$ cat config.mk
export PLATFORM = sky130hd
export DESIGN_NAME = systolic_ctrl
export DESIGN_NICKNAME = d
export VERILOG_FILES = /design/src/rtl/systolic_ctrl.sv
export SDC_FILE = /design/constraint.sdc
export NUM_CORES = 1
export LEC_CHECK = 0
export BUFFER_PORTS_ARGS = -buffer_cell sky130_fd_sc_hd__clkbuf_2
export CORE_MARGIN = 2
export CORE_UTILIZATION = 59
export CTS_CLUSTER_SIZE = 14
export DETAILED_ROUTE_END_ITERATION = 8
export GPL_TIMING_DRIVEN = 0
export PLACE_DENSITY = 0.86
export SYNTH_ARGS = -nofsm -noshare
export SYNTH_HDL_FRONTEND = slang
export SYNTH_SLANG_ARGS = --single-unit
$ cat constraint.sdc
create_clock -name clk -period 5.8 [get_ports clk]
set_clock_uncertainty 0.05 [all_clocks]
set_input_delay 0.58 -clock clk [delete_from_list [all_inputs] [get_ports clk]]
set_output_delay 0.58 -clock clk [all_outputs]
set_load 0.01 [all_outputs]
$ cat src/rtl/systolic_ctrl.sv
// Sequencer for an ARRAY_DIM x ARRAY_DIM output-stationary systolic array: clear, skewed feed, drain.
// Optional cycle counter output perf_cycles is enabled by defining SYSTOLIC_CTRL_PERF_EN.
module systolic_ctrl #(
  parameter int ARRAY_DIM  = 4,
  parameter int K_WIDTH    = 8,
  parameter int ADDR_WIDTH = 8
) (
  input  logic                         clk,
  input  logic                         rst_n,
  input  logic                         start,
  input  logic [K_WIDTH-1:0]           k_len,
  output logic                         busy,
  output logic                         done,
  output logic                         pe_clear,
  output logic                         pe_enable,
  output logic                         a_rd_en,
  output logic [ADDR_WIDTH-1:0]        a_rd_addr,
  output logic                         b_rd_en,
  output logic [ADDR_WIDTH-1:0]        b_rd_addr,
  output logic [ARRAY_DIM-1:0]         row_feed_valid,
  output logic [ARRAY_DIM-1:0]         col_feed_valid,
  output logic                         res_valid,
  output logic [$clog2(ARRAY_DIM)-1:0] res_row
`ifdef SYSTOLIC_CTRL_PERF_EN
  ,output logic [31:0]                 perf_cycles
`endif
);

  localparam int ROW_W = $clog2(ARRAY_DIM);
  localparam int CNT_W = K_WIDTH + ROW_W + 1;

  typedef enum logic [2:0] {
    S_IDLE,
    S_CLEAR,
    S_COMPUTE,
    S_DRAIN,
    S_DONE
  } state_e;

  state_e              state_q, state_d;
  logic [K_WIDTH-1:0]  k_q, k_d;
  logic [CNT_W-1:0]    t_q, t_d;
  logic [ROW_W-1:0]    row_q, row_d;
  logic [CNT_W-1:0]    k_ext_q, k_ext_d, t_last;

  assign k_ext_q = CNT_W'(k_q);
  assign k_ext_d = CNT_W'(k_d);
  assign t_last  = k_ext_q + CNT_W'(2 * ARRAY_DIM - 2);

  always_comb begin
    state_d = state_q;
    k_d     = k_q;
    t_d     = t_q;
    row_d   = row_q;
    case (state_q)
      S_IDLE: begin
        if (start) begin
          k_d     = k_len;
          state_d = (k_len == '0) ? S_DONE : S_CLEAR;
        end
      end
      S_CLEAR: begin
        t_d     = '0;
        state_d = S_COMPUTE;
      end
      S_COMPUTE: begin
        if (t_q == t_last) begin
          row_d   = '0;
          state_d = S_DRAIN;
        end else begin
          t_d = t_q + 1'b1;
        end
      end
      S_DRAIN: begin
        if (row_q == ROW_W'(ARRAY_DIM - 1)) state_d = S_DONE;
        else                                row_d   = row_q + 1'b1;
      end
      S_DONE:  state_d = S_IDLE;
      default: state_d = S_IDLE;
    endcase
  end

  // Outputs are decoded from next-state values so that every output is a flop.
  logic                  busy_d, done_d, clear_d, enable_d, rd_en_d, res_valid_d;
  logic [ADDR_WIDTH-1:0] addr_q, addr_d;
  logic [ARRAY_DIM-1:0]  feed_d, feed_q;
  logic                  busy_q, done_q, clear_q, enable_q, rd_en_q, res_valid_q;
  logic [ROW_W-1:0]      res_row_q;

  always_comb begin
    busy_d      = (state_d != S_IDLE);
    done_d      = (state_d == S_DONE);
    clear_d     = (state_d == S_CLEAR);
    enable_d    = (state_d == S_COMPUTE);
    rd_en_d     = (state_d == S_COMPUTE) && (t_d < k_ext_d);
    res_valid_d = (state_d == S_DRAIN);
    addr_d      = rd_en_d ? ADDR_WIDTH'(t_d[K_WIDTH-1:0]) : addr_q;
  end

  // Row/column i sees its first operand i cycles late because of the systolic skew.
  for (genvar gi = 0; gi < ARRAY_DIM; gi++) begin : g_feed
    assign feed_d[gi] = (state_d == S_COMPUTE) &&
                        (t_d >= CNT_W'(gi + 1)) &&
                        (t_d <= CNT_W'(gi) + k_ext_d);
  end

  always_ff @(posedge clk or negedge rst_n) begin
    if (!rst_n) begin
      state_q     <= S_IDLE;
      k_q         <= '0;
      t_q         <= '0;
      row_q       <= '0;
      busy_q      <= 1'b0;
      done_q      <= 1'b0;
      clear_q     <= 1'b0;
      enable_q    <= 1'b0;
      rd_en_q     <= 1'b0;
      res_valid_q <= 1'b0;
      addr_q      <= '0;
      feed_q      <= '0;
      res_row_q   <= '0;
    end else begin
      state_q     <= state_d;
      k_q         <= k_d;
      t_q         <= t_d;
      row_q       <= row_d;
      busy_q      <= busy_d;
      done_q      <= done_d;
      clear_q     <= clear_d;
      enable_q    <= enable_d;
      rd_en_q     <= rd_en_d;
      res_valid_q <= res_valid_d;
      addr_q      <= addr_d;
      feed_q      <= feed_d;
      res_row_q   <= row_d;
    end
  end

  assign busy           = busy_q;
  assign done           = done_q;
  assign pe_clear       = clear_q;
  assign pe_enable      = enable_q;
  assign a_rd_en        = rd_en_q;
  assign b_rd_en        = rd_en_q;
  assign a_rd_addr      = addr_q;
  assign b_rd_addr      = addr_q;
  assign row_feed_valid = feed_q;
  assign col_feed_valid = feed_q;
  assign res_valid      = res_valid_q;
  assign res_row        = res_row_q;

`ifdef SYSTOLIC_CTRL_PERF_EN
  logic [31:0] perf_q, perf_d;

  always_comb begin
    perf_d = perf_q;
    if (state_q == S_IDLE && start)    perf_d = '0;
    else if (busy_q && perf_q != '1)   perf_d = perf_q + 1'b1;
  end

  always_ff @(posedge clk or negedge rst_n) begin
    if (!rst_n) perf_q <= '0;
    else        perf_q <= perf_d;
  end

  assign perf_cycles = perf_q;
`endif

endmodule

==> impl_metrics.json <==
{
  "critical_path_arrival_ns": 5.38,
  "seq_area_um2": 1050,
  "share_seq_of_total_power_pct": 20.8,
  "slew_violations": 0,
  "ir_worst_vdd_v": 0.000498,
  "hp-class": "in -> async",
  "synthesis.nets": 416,
  "hold_ws_ns": 0.408,
  "cp_cell_sequence": "inv_1 > ha_1 > and3b_1 > a31oi_1 > and4bb_2 > o211ai_1 > nand2_1 > o21ai_1 > ha_1 > nor2b_1 > o21a_1 > o21a_1 > o21a_1 > o21a_1 > o21a_1 > o21a_1 > nor3_4 > mux2_2",
  "maxCapViolations": 0,
  "clk_latency_ns": 0.30,
  "finalPower_w": 0.00248,
  "grt_first_pass_wirelength_um": 13900,
  "cp_data_required_time_ns": 5.95,
  "die_y_um": 80.2,
  "synth.lib_cells_used.distinct": 59,
  "p_leak_nw": 1.80,
  "place.gp.congestion": 0.937,
  "die_w_um": 80.2,
  "cpPeakStageDelay_ns": 0.65,
  "dp_hpwl_um": 6670,
  "fmax_mhz": 191,
  "crit_family": "compound AO/OA/AOI/OAI gates",
  "ios": 44,
  "drive_above_1_share_pct": 20.9,
  "cts_buffers": 5,
  "hold_violations": 0,
  "drt-initial-drc-count": 245,
  "multi_input_area_um2": 2140,
  "slew_headroom_pct": 29.1,
  "synth_edf_count": 0,
  "critical_path_class": "reg -> reg",
  "clockBufferDepth": 2,
  "setup_tns_ns": 0,
  "p_sw_w": 0.00122,
  "fp.coreArea_um2": 5540,
  "syn-mean-instance-area_um2": 9.23,
  "wl_um": 8390,
  "end_kind": "flop",
  "p_sw_share_pct": 49.1,
  "worst_pin_slew_ns": 1.06,
  "synthFlopType": "dfrtp_1",
  "antenna_left": 0,
  "cts_tree": "built",
  "grt_setup_unrepaired": "false",
  "outcome": "completed",
  "wl_per_cell_um": 17.0,
  "crit_top_cell": "o21a_1",
  "slowest_stage": "o21ai_1",
  "via_count": 2959,
  "yosysWarningCount": 0,
  "ys_seq_elements": 42,
  "post-route-min-period_ns": 5.23,
  "synth_async_sr_flop_share_pct": 100,
  "pwr-share-clk_pct": 7.8,
  "power.internal_w": 0.00126,
  "worst_setup_path_start_kind": "flop",
  "grt_antenna_before_repair": 0,
  "finalSetupViolCount": 0,
  "nFillCells": 474,
  "clkTransAtPathRegs_ns": 0.09,
  "gr-usage-all-layers_pct": 28.3,
  "power_density_nw_per_um2": 649,
  "start_util_pct": 61.8,
  "nets": 466,
  "gr-total-overflow": 0,
  "syn_inst": 371,
  "cp_max_fo": 10,
  "grt_max_degree": 43,
  "clockRootBuffer": "clkbuf_8",
  "cp_num_buf_inv": 1,
  "pwr-share-comb_pct": 71.3,
  "hold_buffers": 0,
  "cts_sinks": 42,
  "dr.pass1.iters": 4,
  "avgViaCountPerCell": 5.99,
  "drc": 0,
  "area_delta_synth_final_pct": 11.5,
  "synth_area_um2": 3420,
  "cts-htree-levels": 2,
  "dieArea_um2": 6430,
  "rows": 27,
  "ys_seq_area_share_pct": 30.7,
  "port_buffers": 43,
  "diodes": 0,
  "grt_pass1_vias": 2924,
  "min_period_over_period_pct": 90.2
}
==> synth_stat cells (3+ instances only) <==
master,n,share of area (%)
nor3_1,8,1.2
o21ai_0,17,2.5
o211ai_1,3,0.66
nand2b_1,3,0.55
nand4_1,11,2.0
ha_1,34,12
a31oi_1,7,1.3
a21oi_1,10,1.5
dfrtp_1,42,31
nand3_1,12,1.8
o41ai_1,4,1.0
inv_1,21,2.3
or3_1,4,0.73
xnor2_1,23,5.9
nor2_1,16,1.8
buf_2,4,0.58
maj3_1,4,1.2
o31ai_1,4,0.88
and3_1,3,0.55
o21a_1,9,2.0
mux2_2,10,3.3
xor2_1,5,1.3
a211o_1,7,1.8
and2_1,3,0.55
nor2b_1,6,1.1
nor4_1,3,0.55
mux2i_1,8,2.3
buf_4,13,2.8
clkbuf_1,8,0.88
nand2_1,33,3.6
==> registers in the layout, indices dropped and copies added (netlist names), 2 cells and up <==
name,cells
a_rd_addr,8
col_feed_valid,4
k_q,8
res_row,2
state_q,3
t_q,11
==> worst paths after layout <==
path	start	end	slack [ns]	cells past startpoint
max reg2reg	k_q[1]	a_rd_addr[0]	0.57	18
min reg2reg	res_row[0]	res_row[0]	0.48	1
max in group asynchronous	rst_n	t_q[1]	4.64	1
min	rst_n	t_q[9]	0.41	1
min in group clk	res_row[0]	res_row[0]	0.48	1
max	k_q[1]	a_rd_addr[0]	0.57	18
==> through the flow <==
step           std cells  util (%)  cell area, um2  setup WS [ns]
3_3_place_gp         486      67.3            3730          0.458
6_report             494      68.9            3820          0.570
5_1_grt              494      68.9            3820          0.232
2_1_floorplan        371         -            3420           1.30
3_5_place_dp         486      67.3            3730          0.349
4_1_cts              494      68.9            3820          0.304
==> what timing repair did <==
action,CTS,global route
resized for setup,0,1
endpoints found under the setup margin,0,8
setup buffers,0,0
hold endpoints to repair,0,0
==> power by group through the flow <==
stage,Sequential (W),Combinational [W],Clock [W]
final,0.000517,0.00177,0.000194
after global routing,0.000532,0.00198,0.000212
after CTS,0.000515,0.00177,0.000199
after floorplan,0.000518,0.00130,0
after detailed placement,0.000520,0.00175,0
after global placement,0.000509,0.00170,0
==> layout make-up <==
| class | instances | area share (%) |
|---|---|---|
| Buffer | 25 | 3.87 |
| Clock buffer | 5 | 1.80 |
| Clock inverter | 3 | 0.557 |
| Inverter | 22 | 2.16 |
| Sequential cell | 42 | 27.5 |
| Multi-Input combinational cell | 282 | 56.1 |
| Tap cell | 72 | 2.36 |
| Timing Repair Buffer | 43 | 5.63 |
==> placed cells by master, fill, tap and decap left out, types with 4 or more instances in the layout <==
master     n
clkbuf_2  43
dfrtp_1   42
ha_1      34
nand2_1   33
xnor2_1   23
inv_1     21
nor2_1    16
o21ai_0   16
buf_4     13
nand3_1   12
nand4_1   11
a21oi_1   10
mux2_2    10
o21a_1     9
nor3_1     8
clkbuf_1   8
mux2i_1    8
a211o_1    7
a31oi_1    7
nor2b_1    6
xor2_1     5
clkbuf_8   5
o31ai_1    4
maj3_1     4
o41ai_1    4
or3_1      4
buf_2      4
==> worst register-to-register path, cell delays in order, from the launching register on <==
cell and delay (ns):
dfrtp_1 0.46, inv_1 0.14, ha_1 0.20, and3b_1 0.21, a31oi_1 0.21, and4bb_2 0.29, o211ai_1 0.21, nand2_1 0.33
o21ai_1 0.65, ha_1 0.40, nor2b_1 0.14, o21a_1 0.17, o21a_1 0.17, o21a_1 0.17, o21a_1 0.16, o21a_1 0.16
o21a_1 0.21, nor3_4 0.42, mux2_2 0.40
==> metal layers <==
metal	up-vias	track usage (%)	share of wire [%]	routed length, um
met5	-	0	0	0
met4	0	10.0	2.3	191
met3	14	4.72	5.5	465
met2	96	49.9	52	4320
met1	1405	34.7	41	3410
li1	1444	-	-	-
==> cell families (layout without fill, tap and decap cells) <==
group	after synthesis	in the layout	share of synthesized area [%]
AO/OA/AOI/OAI	82	82	17.7
adder cells (fa/ha/maj)	38	38	13.6
XOR/XNOR	28	28	7.16
multiplexers	18	18	5.63
AND/OR/NAND/NOR	116	116	18.5
flip-flops	42	42	30.7
buffers and inverters	47	98	6.72
Power figures use the tool's default switching activity.
